<file path="src/rtl/pic_pkg.sv">
// Shared types for the PIC acknowledge logic: sequencer state encoding and
// the width of the phase-timing down-counter.
package pic_pkg;

    localparam int CNT_W = 4;

    typedef enum logic [2:0] {
        IDLE,
        INTA1,
        GAP,
        INTA2,
        DELIVER
    } inta_state_t;

endpackage

</file>
<file path="src/rtl/sync_2ff.sv">
// Two-flop level synchronizer for a single asynchronous input; both flops
// clear to 0 on synchronous active-low reset.
module sync_2ff (
    input  logic clk,
    input  logic rst_n,
    input  logic d,
    output logic q
);

    logic meta;

    always_ff @(posedge clk) begin
        if (!rst_n) begin
            meta <= 1'b0;
            q    <= 1'b0;
        end else begin
            meta <= d;
            q    <= meta;
        end
    end

endmodule

</file>
<file path="src/rtl/cpu_inta_sequencer.sv">
// Generates the two-pulse INTA_n handshake to the PIC, captures the vector
// driven during the second pulse and holds it until the core acknowledges it.
module cpu_inta_sequencer
    import pic_pkg::*;
#(
    parameter int INTA_LOW_CYCLES = 2,
    parameter int INTA_GAP_CYCLES = 2
) (
    input  logic       CLK,
    input  logic       RST,
    input  logic       INT,
    input  logic       IE,
    input  logic [7:0] D_in,
    input  logic       vector_ack,
    output logic       INTA_n,
    output logic [7:0] vector,
    output logic       vector_valid,
    output logic       busy
);

    localparam logic [CNT_W-1:0] LOW_LOAD = CNT_W'(INTA_LOW_CYCLES);
    localparam logic [CNT_W-1:0] GAP_LOAD = CNT_W'(INTA_GAP_CYCLES);
    localparam logic [CNT_W-1:0] CNT_ONE  = CNT_W'(1);

    inta_state_t      state, next_state;
    logic [CNT_W-1:0] cnt, cnt_next;
    logic             int_s;
    logic             capture;

    sync_2ff u_int_sync (
        .clk   (CLK),
        .rst_n (RST),
        .d     (INT),
        .q     (int_s)
    );

    // Once a sequence starts it always runs to DELIVER; INT_s and IE are only looked at in IDLE.
    always_comb begin
        next_state = state;
        cnt_next   = cnt;
        capture    = 1'b0;
        case (state)
            IDLE: begin
                if (int_s && IE) begin
                    next_state = INTA1;
                    cnt_next   = LOW_LOAD;
                end
            end
            INTA1: begin
                if (cnt == CNT_ONE) begin
                    next_state = GAP;
                    cnt_next   = GAP_LOAD;
                end else begin
                    cnt_next = cnt - CNT_ONE;
                end
            end
            GAP: begin
                if (cnt == CNT_ONE) begin
                    next_state = INTA2;
                    cnt_next   = LOW_LOAD;
                end else begin
                    cnt_next = cnt - CNT_ONE;
                end
            end
            INTA2: begin
                if (cnt == CNT_ONE) begin
                    next_state = DELIVER;
                    cnt_next   = '0;
                    capture    = 1'b1;
                end else begin
                    cnt_next = cnt - CNT_ONE;
                end
            end
            DELIVER: begin
                if (vector_ack) begin
                    next_state = IDLE;
                end
            end
            default: begin
                next_state = IDLE;
                cnt_next   = '0;
            end
        endcase
    end

    // INTA_n is decoded from the next state so the strobe leaves a flop cleanly.
    always_ff @(posedge CLK) begin
        if (!RST) begin
            state        <= IDLE;
            cnt          <= '0;
            INTA_n       <= 1'b1;
            vector       <= 8'h00;
            vector_valid <= 1'b0;
        end else begin
            state  <= next_state;
            cnt    <= cnt_next;
            INTA_n <= !((next_state == INTA1) || (next_state == INTA2));
            if (capture) begin
                vector       <= D_in;
                vector_valid <= 1'b1;
            end else if (state == DELIVER && vector_ack) begin
                vector_valid <= 1'b0;
            end
        end
    end

    assign busy = (state != IDLE);

endmodule

</file>
<file path="config.mk">
export PLATFORM = sky130hd
export DESIGN_NAME = cpu_inta_sequencer
export DESIGN_NICKNAME = d
export VERILOG_FILES = /design/src/rtl/pic_pkg.sv /design/src/rtl/sync_2ff.sv /design/src/rtl/cpu_inta_sequencer.sv
export SDC_FILE = /design/constraint.sdc
export NUM_CORES = 1
export LEC_CHECK = 0
export BUFFER_PORTS_ARGS = -buffer_cell sky130_fd_sc_hd__clkbuf_2
export CORE_UTILIZATION = 35
export DETAILED_ROUTE_END_ITERATION = 12
export SLEW_MARGIN = 20
export SYNTH_ARGS = -nofsm -noshare
export SYNTH_HDL_FRONTEND = slang
export SYNTH_SLANG_ARGS = --single-unit
</file>
<file path="constraint.sdc">
create_clock -name CLK -period 1.39 [get_ports CLK]
set_clock_uncertainty 0.1 [all_clocks]
set_input_delay 0.278 -clock CLK [delete_from_list [all_inputs] [get_ports CLK]]
set_output_delay 0.278 -clock CLK [all_outputs]
set_load 0.05 [all_outputs]
</file>
### After elaboration in Yosys (flattened, before gate mapping)

Index checks and enable logic that the tools add are counted.
Widths: inputs -> output; s select.

| storage, ports and cells | value |
|---|---|
| output and inout bits | 11 |
| word-level logic and storage cells | 40 |
| input port bits | 13 |
| bits in registers | 19 |

| operators by class | value |
|---|---|
| add/subtract/negate cells | 1 |
| multiplexer cells | 14 |
| equality and inequality tests | 8 |
| reductions and logical operators | 9 |
| bitwise logic cells | 1 |

Operator list:

| cell | count |
|---|---|
| $pmux 4 s4 | 1 |
| $mux 3 | 5 |
| $pmux 3 s5 | 1 |
| $mux 4 | 3 |
| $eq 3x2->1 const B | 3 |
| $eq 3x1->1 const B | 2 |
| $eq 4x1->1 const B | 1 |
| $mux 1 | 4 |
| $sub 4x1->4 const B | 1 |
| $eq 3x3->1 const B | 1 |
| $logic_not 3->1 | 1 |
| $reduce_bool 3->1 | 1 |
| $logic_and 1x1->1 | 2 |
| $ne 2x2->1 const B | 1 |
| $reduce_and 2->1 | 1 |
| $reduce_bool 2->1 | 1 |
| $reduce_or 2->1 | 1 |
| $logic_not 1->1 | 1 |
| $logic_or 1x1->1 | 1 |
| $not 1->1 | 1 |

### Depth between registers and ports, before layout

Gate-level depths: netlist of run 1.

| logic depth | value |
|---|---|
| depth in word-level cells | 6 |
| depth in mapped cells | 6 |
| depth with buffers taken out | 5 |

### By module

From an unflattened synthesis of run 1, not the netlist that was laid out.

| unflattened totals | value |
|---|---|
| cells, all modules | 93 |
| area, all modules | 897.1 sq um |

Modules (own cells, without submodules):

| module | area an instance (sq um) | instances | cells each |
|---|---|---|---|
| cpu_inta_sequencer | 844.6 | 1 | 89 |
| sync_2ff | 52.6 | 1 | 4 |

### Worst setup path before layout of run 1

No wires, ideal clock.

| timing | value |
|---|---|
| kind | register to register |
| start | register cnt[0] |
| end | register INTA_n |
| data arrival time | 1.270 ns |
| cell stages (with the launch flop) | 6 |
| path slack | -0.107 ns |
| clock period less this slack | 1.497 ns |
| cell sequence | dfxtp_1 > ha_1 > nor3b_2 > buf_4 > nor3b_1 > or3_1 |

| between the ends | value |
|---|---|
| word-level cells in the longest chain between the ends | 6 |
| elaborated cells on any way between the ends | 9 |

RTL lines:

| what | RTL line | source |
|---|---|---|
| from (decl) | cpu_inta_sequencer.sv:26 | `logic [CNT_W-1:0] cnt, cnt_next;` |
| from (signal assigned) | cpu_inta_sequencer.sv:96 | `cnt <= cnt_next;` |
| $eq 4x1->1 (*) | cpu_inta_sequencer.sv:50, cpu_inta_sequencer.sv:58, cpu_inta_sequencer.sv:66 |  |
| $mux 3 (on tied branches) | cpu_inta_sequencer.sv:66, cpu_inta_sequencer.sv:50, cpu_inta_sequencer.sv:58 |  |
| $pmux 3 s5 (*) | cpu_inta_sequencer.sv:42 | `case (state)` |
| $eq 3x1->1 or $eq 3x2->1 (tied branches) | cpu_inta_sequencer.sv:97 | `INTA_n <= !((next_state == INTA1) \|\| (next_state == INTA2));` |
| $logic_or 1x1->1 (*) | cpu_inta_sequencer.sv:97 |  |
| $logic_not 1->1 (*) | cpu_inta_sequencer.sv:97 |  |
| to (signal assigned) | cpu_inta_sequencer.sv:97 |  |
| to (decl) | cpu_inta_sequencer.sv:15 | `output logic INTA_n,` |

Every way passes the cells marked *; elsewhere a longest branch is shown, timed or not.
A chain may end at the register's enable or synchronous reset.

### Final worst setup path of run 1

| timing | value |
|---|---|
| start | register state[0] |
| end | output port busy |

| between the ends | value |
|---|---|
| word-level cells in the longest chain between the ends | 1 |

RTL lines:

| what | RTL line | source |
|---|---|---|
| from (decl) | cpu_inta_sequencer.sv:25 | `inta_state_t state, next_state;` |
| from (signal assigned) | cpu_inta_sequencer.sv:95 | `state <= next_state;` |
| $reduce_bool 3->1 | cpu_inta_sequencer.sv:107 | `assign busy = (state != IDLE);` |
| to (decl) | cpu_inta_sequencer.sv:18 | `output logic busy` |

No other way between the ends.

==> run metrics, run 1 <==
Max Root-Sink Buffers 2; crit-path leading delay family simple AND/OR/NAND/NOR gates; final setup vio count 15; Least-Margin Pin Slew 0.466 ns; crit-path max cell delay just under 0.4 ns; WL met2 1310 microns; Crit. End Element output port; multiplexer share of the synthesized area 0; Die Width 52.0 microns; first-pass GRT wire length 4110 microns; setup TNS -1.29 ns; Die Area 2700 sq um; Reg2Reg Launch Point cnt[1]; Final Wtd Congestion 0.843; peak supply drop approximately 0.6 mV; hpwl dp 1580 microns; unrepaired setup endpoints after global routing yes; status complete, but fails checks; wirelength, routed ~2600 microns; antenna cells 0; worst min path class primary input to flop; CTS tree yes; CP Cell Sequence or3_4 > buf_8; Cell Area, Synth 873 sq um; Root Driver clkbuf_4; fraction of registers with async set/reset 0; WS Path Type flop to output port; Area Overhead vs Synth 51.1%; Synth Area per Inst 9.29 sq um; crit path buf inv count 1; Nets 148; main combinational cell family by area after synthesis simple AND/OR/NAND/NOR gates; Yosys reg bits 19; vias per cell ~5.5; M1 wire length around 1100 microns; clk slew on worst S/H paths 0.11 ns; Mapped Nets 109; Yosys warning count 0; worst-skew pair later-pin latency 0.31 ns; Most used DFF post-synth dfxtp_1; # clock sinks 19; H-tree Lvls 1; total CTS buffers 3; met3 WL 81 microns; final instance area between 1000 and 1500 sq um; Iteration-0 DRC Markers 31; Placed Area 1130 sq um; Die Y 52.0 microns; cts hold-fix bufs 0; Initial Util 0.384; DRC 0; WHS Path Cells 2; Critical Path Fanout Max 2; Remaining Overflow, GRT 0; fin crit period about 1.6 ns; Required @ worst endpoint slightly above 1 ns; Seq/Total Area, Yosys 0.436; largest net degree at the start of global routing 12; IO Port Bufs 23; fin crit share 1.15; XOR/XNOR share of the synthesized area 0.0100; reg-to-reg slack, setup -0.16 ns; WHS Endpoint u_int_sync.meta; failing checks setup timing; Crit path depth 2; initial antenna violation count 0; Simple-Gate Fraction of Synth Area 0.261; max-slew violations 0; first-pass iteration count of the detailed router 4; Synth Instances 94; Top Metal Used met4; non-filler cells, final 160; Vias 877; fin worst setup slack -0.211 ns; worst r2r path cells 5; Startpoint Class flop; Max-slew headroom 0.690; post-synthesis adder-cell area fraction 0.0287; vias in the first global route 885; max_cap viols 0; Rows 17; Routed Antenna Nets 0; Cells after DPL 151; Fmax achieved roughly 620 MHz; total track usage 0.221; r2r endpoint INTA_n; Hold Vio Cnt, Final 0; Post-synth EDFFs 0; # IOs 24; WL/cell 16.1 microns; Arr. time, crit path 1.22 ns; Hold WS 0.0716 ns; Slowest-stage cell, CP or3_4; Synth cell types 33; Core Area 2280 sq um; worst hold path startpoint INT; layout cells sized above 1 0.606; Pleak 0.507 nW; Pwr Density 884 nW/um^2; complex-gate fraction of the synthesized area 0.211
-- cell usage after synthesis (3+ instances only) --
cell / count / area [sq um]
dfxtp_1: 19 / 380
nand3_1: 10 / 50.1
a21boi_0: 9 / 67.6
o21ai_0: 8 / 40.0
a31oi_1: 3 / 18.8
buf_4: 3 / 22.5
inv_1: 3 / 11.3
or4_1: 3 / 22.5
-- placed cells by master, fill, tap and decap left out, types with 3 or more instances in the layout --
cell type  netlist  layout
clkbuf_2         0      19
or4_1            3       3
nand3_2          0       8
o21ai_2          0       7
buf_4            3      13
clkbuf_4         0       3
buf_6            0       3
a21boi_1         0       6
buf_2            2       3
a21boi_2         0       3
dfxtp_4          0       3
dfxtp_1         19      15
a31oi_1          3       3
-- cells by family (layout without fill, tap and decap cells) --
| logic type | Yosys count | count (layout) |
|---|---|---|
| XOR/XNOR | 1 | 1 |
| adder cells (fa/ha/maj) | 2 | 2 |
| buffers and inverters | 9 | 46 |
| AND/OR/NAND/NOR | 36 | 37 |
| AO/OA/AOI/OAI | 27 | 27 |
| flip-flops | 19 | 19 |
-- registers in the layout (all words and copies together), names as in the netlist --
signal           cells
INTA_n               1
u_int_sync.q         1
state                3
vector_valid         1
cnt                  4
u_int_sync.meta      1
vector               8
-- worst max-delay path by stage --
stage / startpoint / to
floorplan: cnt[1] / INTA_n
global route: state[0] / busy
global placement: cnt[1] / cnt[0]
CTS: state[0] / busy
finish: state[0] / busy
detailed placement: cnt[1] / cnt[3]
-- layout make-up --
cell class / count / area, sq um
Tap cell: 28 / 35.0
Clock buffer: 3 / 22.5
Fill cell: 202 / 956
Inverter: 3 / 11.3
Multi-Input combinational cell: 67 / 597
Timing Repair Buffer: 39 / 256
Clock inverter: 1 / 5.00
Sequential cell: 19 / 393
-- layer usage --
layer	GRT usage	vias up
met2	0.397	22
met1	0.239	425
li1	-	426
met3	0.0351	4
met4	0.135	0
met5	0	-
-- power breakdown --
part | switching, W | internal (W)
registers | 0.0000653 | 0.000577
clock network | 0.000181 | 0.000108
logic | 0.000114 | 0.000122
total | 0.000361 | 0.000807
-- what timing repair did --
item                       in CTS  in global routing
gates cloned                    2                  0
buffers inserted                3                  0
pin swaps                      21                 15
setup endpoints to repair      16                 19
gates resized for setup        32                 15
-- stage by stage --
step	setup WS, ns	power [W]	util
floorplan	-0.0436	0.000768	-
finish	-0.211	0.00117	0.580
detailed placement	-0.103	0.000843	0.495
CTS	-0.214	0.00117	0.558
global route	-0.243	0.00124	0.580
global placement	-0.0671	0.000838	0.495
No activity file was read; power rests on OpenSTA's default activity.
==> inputs of run 2 (changes only) <==
- CTS_CLUSTER_SIZE: not set -> 8
- PLACE_DENSITY_LB_ADDON: not set -> 0.15
==> run 2 against run 1 <==
Net effect: critical path depth did not move; via count fell by 2.5%; maximum frequency rose by 1.5%; register-to-register slack improved by 0.05 ns; clock power barely moved; first-iteration DRC count fell by 65%; final cell count rose by 2.5%; critical endpoint unchanged; die area did not move; routed wire length fell by 13%; largest cell class unchanged; utilization rose by 1.2 points; the run still ends with setup timing left.
==> run metrics, run 2 (synthesis results as in run 1) <==
fill count 198; wirelength, routed roughly 2200 microns; worst hold path startpoint INT; final instance area 1350 sq um; # IOs 24; Critical Path Fanout Max 2; Routed Antenna Nets 0; commonest non-fill, non-tap cell in the layout clkbuf_2; worst r2r path cells 4; status complete, but fails checks; worst-skew pair later-pin latency 0.30 ns; setup TNS -0.802 ns; antenna cells 0; Rows 17; DRC 0; largest net degree at the start of global routing 13; total CTS buffers 3; CTS tree yes; max reg flops 8; Placed Area 1160 sq um; Required @ worst endpoint 1.01 ns; WS Path Type flop to output port; Hold Vio Cnt, Final 0; Core Area 2280 sq um; Area Overhead vs Synth 54.3%; WL/cell 13.7 microns; initial antenna violation count 0; reg-to-reg slack, setup -0.11 ns; # clock sinks 19; fin crit share 1.13; Die Area 2700 sq um; worst min path class primary input to flop; Arr. time, crit path 1.20 ns; Crit. End Element output port; most frequent cells in the layout clkbuf_2, buf_4, dfxtp_1; Least-Margin Pin Slew between 0.4 and 0.5 ns; WHS Path Cells 2; Die Width around 52 microns; Remaining Overflow, GRT 0; first-pass GRT wire length between 3000 and 4000 microns; H-tree Lvls 1; largest reg by FF count vector; first-pass iteration count of the detailed router 4; Final Wtd Congestion ~0.91; Startpoint Class flop; r2r endpoint cnt[3]; dpl ws -0.0955 ns; Max-slew headroom 0.685; Vias 855; max_cap viols 0; Die Y approximately 52 microns; Nets roughly 150; non-filler cells, final 164; max-slew violations 0; Pleak 0.523 nW; vias in the first global route 785; Reg2Reg Launch Point cnt[0]; failing checks setup timing; clk slew on worst S/H paths 0.12 ns; hpwl dp 1510 microns; layout cells sized above 1 0.625; Pwr Density 867 nW/um^2; Initial Util 0.384; top flop regs vector (8), cnt (4), state (3); Iteration-0 DRC Markers 11; fin worst setup slack -0.187 ns; WHS Endpoint u_int_sync.meta; vias per cell approximately 5.2; Cells after DPL 155; unrepaired setup endpoints after global routing yes; final setup vio count 14; peak supply drop 0.619 mV; fin crit period 1.58 ns; Root Driver clkbuf_4; cts hold-fix bufs 0; Max Root-Sink Buffers 2; IO Port Bufs 23; Fmax achieved 634 MHz; total track usage 0.175
run 2: changes by cell type in the layout (fill, tap and decap cells not counted), sizes merged:
cell | before | now
clkbuf | 22 | 25
buf | 20 | 21
run 2: worst max path at each step:
stage,from,to,slack [ns]
after CTS,state[0],busy,-0.22
after global placement,cnt[0],cnt[2],-0.06
final,state[1],busy,-0.19
after global routing,state[1],busy,-0.22
after detailed placement,cnt[1],vector[0],-0.1
after floorplan,cnt[1],INTA_n,-0.04
run 2: what timing repair did:
item,in CTS,in global routing
cloned,1,0
endpoints found under the setup margin,15,17
pin swaps,10,20
resized for setup,24,18
buffers inserted,3,1
run 2: power by group:
part	switching (W)	internal (W)	total, W
Combinational	0.000112	0.000123	0.000235
Sequential	0.0000700	0.000577	0.000647
Clock	0.000180	0.000107	0.000287
run 2: cell type report:
cell class	count	area, sq um	share of cell area
tap	28	35.0	0.0260
sequential	19	393	0.292
multi-input combinational	67	602	0.447
timing repair buffer	43	279	0.207
clock inverter	1	5.00	0.00371
clock buffer	3	22.5	0.0167
inverter	3	11.3	0.00836
run 2: per-stage QoR:
step | total power, W | utilization | hold slack, ns
floorplan | 0.000768 | - | 0.305
global placement | 0.000844 | 0.508 | 0.326
detailed placement | 0.000854 | 0.508 | 0.318
CTS | 0.00117 | 0.555 | 0.0700
global route | 0.00123 | 0.592 | 0.0663
finish | 0.00117 | 0.592 | 0.0742
run 2: routing by layer:
metal	up-vias	track usage	part of all wire
met2	28	0.295	0.48
met4	0	0.0811	0.014
met3	6	0.0263	0.039
met1	389	0.216	0.47
li1	432	-	-
met5	-	0	0
run 2: worst max-delay path: stages, from the launching register on:
cell and delay, ns:
dfxtp_4 0.36, or3_4 0.39, buf_8 0.16
